## config.mk

```make
export PLATFORM = sky130hd
export DESIGN_NAME = piso_8b_flat
export DESIGN_NICKNAME = d
export VERILOG_FILES = /design/src/rtl/piso_8b_pkg.sv /design/src/rtl/piso_8b_if.sv /design/src/rtl/dff_1b.sv /design/src/rtl/piso_8b.sv /design/src/flat_wrapper.sv
export SDC_FILE = /design/constraint.sdc
export NUM_CORES = 1
export LEC_CHECK = 0
export ABC_CLOCK_PERIOD_IN_PS = 1500
export CAP_MARGIN = 20
export CORE_ASPECT_RATIO = 1.1
export CORE_MARGIN = 3
export CORE_UTILIZATION = 38
export CTS_BUF_LIST = sky130_fd_sc_hd__clkbuf_16
export DETAILED_ROUTE_END_ITERATION = 16
export PLACE_DENSITY = 0.76
export SLEW_MARGIN = 20
export SYNTH_ARGS = -nofsm -noshare
export SYNTH_HDL_FRONTEND = slang
export SYNTH_SLANG_ARGS = --single-unit
export TNS_END_PERCENT = 50
```

## constraint.sdc

```tcl
create_clock -name clk -period 1.5 [get_ports clk]
set_input_delay 0.3 -clock clk [delete_from_list [all_inputs] [get_ports clk]]
set_output_delay 0.3 -clock clk [all_outputs]
set_load 0.02 [all_outputs]
```

## src/rtl/piso_8b_pkg.sv

```systemverilog
// Shared definitions for the 8-bit parallel-in serial-out shifter.
// Covers state encodings, width constants and the debug view of the control state.
package piso_8b_pkg;

    localparam int DATA_W = 8;
    localparam logic [2:0] CNT_LAST = 3'd7;

    typedef enum logic {
        IDLE  = 1'b0,
        SHIFT = 1'b1
    } state_t;

    typedef struct packed {
        state_t     state;
        logic [2:0] cnt;
    } dbg_t;

endpackage

```

## src/rtl/piso_8b_if.sv

```systemverilog
// Load and serial-output handshake bundle for piso_8b.
// Valid/ready rule: a transfer happens on a rising edge where valid and ready are both 1.
// Once valid is raised, its payload stays stable until that transfer occurs.
interface piso_8b_if;
    import piso_8b_pkg::*;

    logic [DATA_W-1:0] d;
    logic              ld_valid;
    logic              ld_ready;
    logic              sout;
    logic              sout_valid;
    logic              sout_ready;
    logic              sout_last;
    logic              busy;

    modport master (
        output d, ld_valid, sout_ready,
        input  ld_ready, sout, sout_valid, sout_last, busy
    );

    modport slave (
        input  d, ld_valid, sout_ready,
        output ld_ready, sout, sout_valid, sout_last, busy
    );

endinterface

```

## src/rtl/dff_1b.sv

```systemverilog
// Single-bit D flop with asynchronous active-low clear.
// Every state bit of piso_8b is stored in one of these.
module dff_1b (
    input  logic clk,
    input  logic rst_n,
    input  logic d,
    output logic q
);

    always_ff @(posedge clk or negedge rst_n) begin
        if (!rst_n) begin
            q <= 1'b0;
        end else begin
            q <= d;
        end
    end

endmodule

```

## src/rtl/piso_8b.sv

```systemverilog
// 8-bit parallel-in serial-out shifter with valid/ready on both sides.
// A final-bit consume can overlap the next load, so successive bytes stream without gaps.
module piso_8b
    import piso_8b_pkg::*;
#(
    parameter bit MSB_FIRST = 1'b0
) (
    input  logic       clk,
    input  logic       rst_n,
    piso_8b_if.slave   bus,
    output dbg_t       dbg
);

    logic              state_bit;
    logic              state_d;
    state_t            state_q;
    logic [2:0]        cnt_q;
    logic [2:0]        cnt_d;
    logic [DATA_W-1:0] sr_q;
    logic [DATA_W-1:0] sh;
    logic [DATA_W-1:0] d_in;
    logic              in_shift;
    logic              last;
    logic              consume;
    logic              load;
    logic              shift_en;
    logic              clear;
    wire               hold;
    wire  [DATA_W-1:0] sr_d;

    assign state_q  = state_t'(state_bit);
    assign in_shift = (state_q == SHIFT);
    assign last     = in_shift && (cnt_q == CNT_LAST);
    assign consume  = in_shift && bus.sout_ready;
    assign d_in     = bus.d;

    assign bus.ld_ready   = !in_shift || (last && bus.sout_ready);
    assign bus.sout_valid = in_shift;
    assign bus.busy       = in_shift;
    assign bus.sout_last  = last;
    assign bus.sout       = in_shift && (MSB_FIRST ? sr_q[DATA_W-1] : sr_q[0]);

    assign dbg = '{state: state_q, cnt: cnt_q};

    // load and shift_en are mutually exclusive: a load in SHIFT needs cnt at its last value.
    always_comb begin
        load     = bus.ld_valid && bus.ld_ready;
        shift_en = consume && !last;
        clear    = consume && last && !load;
        state_d  = state_bit;
        cnt_d    = cnt_q;
        if (load) begin
            state_d = SHIFT;
            cnt_d   = 3'd0;
        end else if (shift_en) begin
            cnt_d   = cnt_q + 3'd1;
        end else if (clear) begin
            state_d = IDLE;
            cnt_d   = 3'd0;
        end
    end

    always_comb begin
        sh = MSB_FIRST ? {sr_q[DATA_W-2:0], 1'b0} : {1'b0, sr_q[DATA_W-1:1]};
    end

    nor u_hold (hold, load, shift_en, clear);

    dff_1b u_state_ff (.clk(clk), .rst_n(rst_n), .d(state_d), .q(state_bit));

    for (genvar c = 0; c < 3; c++) begin : g_cnt
        dff_1b u_ff (.clk(clk), .rst_n(rst_n), .d(cnt_d[c]), .q(cnt_q[c]));
    end

    // Per-bit mux: exactly one of load/shift/hold selects, none selected means clear to 0.
    for (genvar i = 0; i < DATA_W; i++) begin : g_sr
        wire t_ld;
        wire t_sh;
        wire t_hd;
        and u_ld (t_ld, load, d_in[i]);
        and u_sh (t_sh, shift_en, sh[i]);
        and u_hd (t_hd, hold, sr_q[i]);
        or  u_or (sr_d[i], t_ld, t_sh, t_hd);
        dff_1b u_ff (.clk(clk), .rst_n(rst_n), .d(sr_d[i]), .q(sr_q[i]));
    end

endmodule

```

## src/flat_wrapper.sv

```systemverilog
// flat-port wrapper written by rule: the top's interface ports become plain ports
module piso_8b_flat import piso_8b_pkg::*;
#(
    parameter bit MSB_FIRST = 1'b0
)
  (clk, rst_n, dbg, bus_d, bus_ld_valid, bus_sout_ready, bus_ld_ready, bus_sout, bus_sout_valid, bus_sout_last, bus_busy);
  piso_8b_if bus_i ();
  input  logic clk;
  input  logic rst_n;
  output dbg_t dbg;
  input wire logic [$bits(bus_i.d)-1:0] bus_d;
  input wire logic [$bits(bus_i.ld_valid)-1:0] bus_ld_valid;
  input wire logic [$bits(bus_i.sout_ready)-1:0] bus_sout_ready;
  output wire logic [$bits(bus_i.ld_ready)-1:0] bus_ld_ready;
  output wire logic [$bits(bus_i.sout)-1:0] bus_sout;
  output wire logic [$bits(bus_i.sout_valid)-1:0] bus_sout_valid;
  output wire logic [$bits(bus_i.sout_last)-1:0] bus_sout_last;
  output wire logic [$bits(bus_i.busy)-1:0] bus_busy;
  assign bus_i.d = bus_d;
  assign bus_i.ld_valid = bus_ld_valid;
  assign bus_i.sout_ready = bus_sout_ready;
  assign bus_ld_ready = bus_i.ld_ready;
  assign bus_sout = bus_i.sout;
  assign bus_sout_valid = bus_i.sout_valid;
  assign bus_sout_last = bus_i.sout_last;
  assign bus_busy = bus_i.busy;
  piso_8b #(.MSB_FIRST(MSB_FIRST)) u_core (.clk(clk), .rst_n(rst_n), .bus(bus_i), .dbg(dbg));
endmodule
```

==> flow_metrics.py <==
metrics = {
    "outcome": {
        "status": "finished with violations",
        "violations": "setup timing",
    },
    "yosys": {
        "avgSynthCellArea_um2": 12.3,
        "syn_inst": 48,
        "yosys.cell_types.count": 16,
        "seq_area_frac_synth_pct": 50.8,
        "ys_warn_count": 0,
        "synth_seq_cells": 12,
        "mappedNetlistArea_um2": 591,
        "syn_nets": 62,
    },
    "floorplanning": {
        "die_area_um2": 2060,
        "fp.dieW_um": 43.6,
        "core-area_um2": 1420,
        "row_count": 14,
        "initial_core_util_pct": 41.6,
        "ios": 21,
        "dieHeight_um": 47.3,
    },
    "drt": {
        "vias": 465,
        "drt_first_iter_violations": 11,
        "drc": 0,
        "firstDrtPassIters": 4,
        "finalWirelength_um": 1110,
        "vias_per_cell": 5.17,
        "antenna_left": 0,
        "wl_per_cell_um": 12.3,
    },
    "placement": {
        "preCtsSetupSlack_ns": -0.310,
        "gp_congestion": 0.698,
        "io_buffers": 20,
        "placed_cells": 87,
    },
    "global_routing": {
        "antenna_found_initial": 0,
        "grt_overflow_total": 0,
        "grtUsageTotal_pct": 12.6,
        "grt_pass1_wl_um": 1880,
        "first_global_vias": 432,
        "grt_max_degree": 13,
    },
    "clocking": {
        "clock-sinks": 12,
        "clk_latency_ns": 0.23,
        "cts_buffers": 3,
        "clkTransAtPathRegs_ns": 0.04,
        "ctsHoldBuffers": 0,
        "cts_buffer_depth": 2,
        "ctsRootBufferMaster": "clkbuf_16",
        "cts_max_level": 1,
        "cts_tree": "yes",
    },
    "sta": {
        "setup_violations": 2,
        "holdWs_ns": 0.409,
        "setup_slack_ns": -0.0982,
        "max_freq_ghz": 0.626,
        "rsz0062_at_grt": "yes",
        "hold_violations": 0,
        "skew_ns": 0.00270,
        "tns_ns": -0.149,
        "fin_crit_ns": 1.60,
        "final_max_slew_viol_count": 0,
        "slew_headroom_pct": 65.9,
        "worst_pin_slew_ns": 0.510,
        "fin_crit_sh_pct": 107,
    },
    "layout": {
        "layout.cells.non_filler": 90,
        "antenna_cells": 0,
        "finalCoreUtilization_pct": 65.5,
        "drive_gt1_share_pct": 29.7,
        "layout.nets": 90,
        "fillers": 120,
        "area_growth_pct": 57.4,
    },
    "critical_path": {
        "critPathLaunchType": "flip-flop",
        "worstPathRequired_ns": 1.20,
        "criticalPathCategory": "flip-flop to output port",
        "worst_ep_arrival_time_ns": 1.30,
        "ff2ff_path_depth": 6,
        "crit_fanout": 3,
        "crit_path_end_kind": "output port",
    },
    "power": {
        "p_per_area_nw_per_um2": 1600,
        "irDropWorstVdd_mv": 1.09,
        "p_leak_uw": 0.000450,
    },
    "job": {
        "max_cap_viol_count": 0,
    },
    "worst_hold_path": {
        "min_path_type": "primary input to asynchronous set/reset pin",
    },
}
[through the flow]
stage          cell area (um2)  total power, uW
6_report                   930             1490
5_1_grt                    930             1570
4_1_cts                    930             1500
3_5_place_dp               860             1060
3_3_place_gp               860             1050
2_1_floorplan              606              828
[layer usage]
metal / share of wire [%] / wire [um] / vias to the layer above / global-route usage [%]
li1: - / - / 223 / -
met1: 39 / 438 / 218 / 16.5
met2: 51 / 568 / 24 / 19.2
met3: 9.2 / 102 / 0 / 4.98
met4: 0 / 0 / 0 / 3.61
met5: 0 / 0 / - / 0
[final timing paths]
check | from | endpoint | slack, ns
worst max-delay path | u_core.g_cnt[0].u_ff.q | bus_ld_ready | -0.1
worst min-delay path | rst_n | u_core.g_sr[7].u_ff.q | 0.41
worst max register to register | u_core.g_cnt[0].u_ff.q | u_core.g_sr[5].u_ff.q | 0
worst min register to register | u_core.g_sr[2].u_ff.q | u_core.g_sr[1].u_ff.q | 0.49
max in group asynchronous | rst_n | u_core.g_cnt[0].u_ff.q | 0.75
min in group clk | u_core.g_sr[2].u_ff.q | u_core.g_sr[1].u_ff.q | 0.49
[where the power goes]
part	total (uW)	internal, uW	switching (uW)
sequential	486	429	57.1
clock	468	346	122
combinational	532	303	229
[cells in the mapped netlist]
cell      number  share of area, %
mux2i_1        1               1.7
buf_2          1              0.85
nor2b_1        1               1.1
nand2_1        1              0.63
nor2_2         1               1.1
mux2_2         1               1.9
a221o_1        7                12
a21boi_2       1               1.9
and2_1         9               9.5
buf_4          5               6.4
dfrtp_1       12                51
buf_6          1               1.9
inv_1          1              0.63
a22o_1         3               4.4
or2_2          1               1.1
ha_1           2               4.2
[area by class of cell]
| class | count | area (um2) | share of cell area [%] |
|---|---|---|---|
| tap | 16 | 20.0 | 2.15 |
| clock buffer | 3 | 75.1 | 8.08 |
| multi-input combinational | 28 | 255 | 27.5 |
| timing repair buffer | 30 | 275 | 29.6 |
| sequential | 12 | 300 | 32.3 |
| inverter | 1 | 3.75 | 0.404 |
[cell families (layout without fill, tap and decap cells)]
logic type | count (synthesis) | after routing | synth area share, %
adder cells (fa/ha/maj) | 2 | 2 | 4.24
multiplexers | 2 | 2 | 3.60
AO/OA/AOI/OAI | 11 | 11 | 18.2
buffers and inverters | 8 | 34 | 9.74
AND/OR/NAND/NOR | 13 | 13 | 13.3
flip-flops | 12 | 12 | 50.8
[placed cells by master (no fill, tap or decap), drive strengths merged]
cell type / n
or2: 1
clkbuf: 3
a21boi: 1
buf: 12
inv: 1
ha: 2
nor2: 1
mux2i: 1
and2: 9
dlygate4sd2: 7
a221o: 7
dfrtp: 12
nand2: 1
a22o: 3
clkdlybuf4s50: 11
nor2b: 1
mux2: 1
[flip-flops by register name, summed over array words and instances, names as in the netlist]
signal,count
u_core.g_cnt.u_ff.q,3
u_core.u_state_ff.q,1
u_core.g_sr.u_ff.q,8
[worst max-delay path, cell delays in order (launching register included)]
cell and delay (ns):
dfrtp_1 0.37, ha_2 0.20, ha_4 0.16, a21boi_2 0.13
inv_1 0.05, buf_2 0.15
[what timing repair did]
action	4_1_cts	5_1_grt
buffers inserted	0	0
pin swaps	8	0
endpoints found under the hold margin	0	0
gates resized for setup	19	0
endpoints found under the setup margin	17	9
Power figures use the tool's default switching activity.
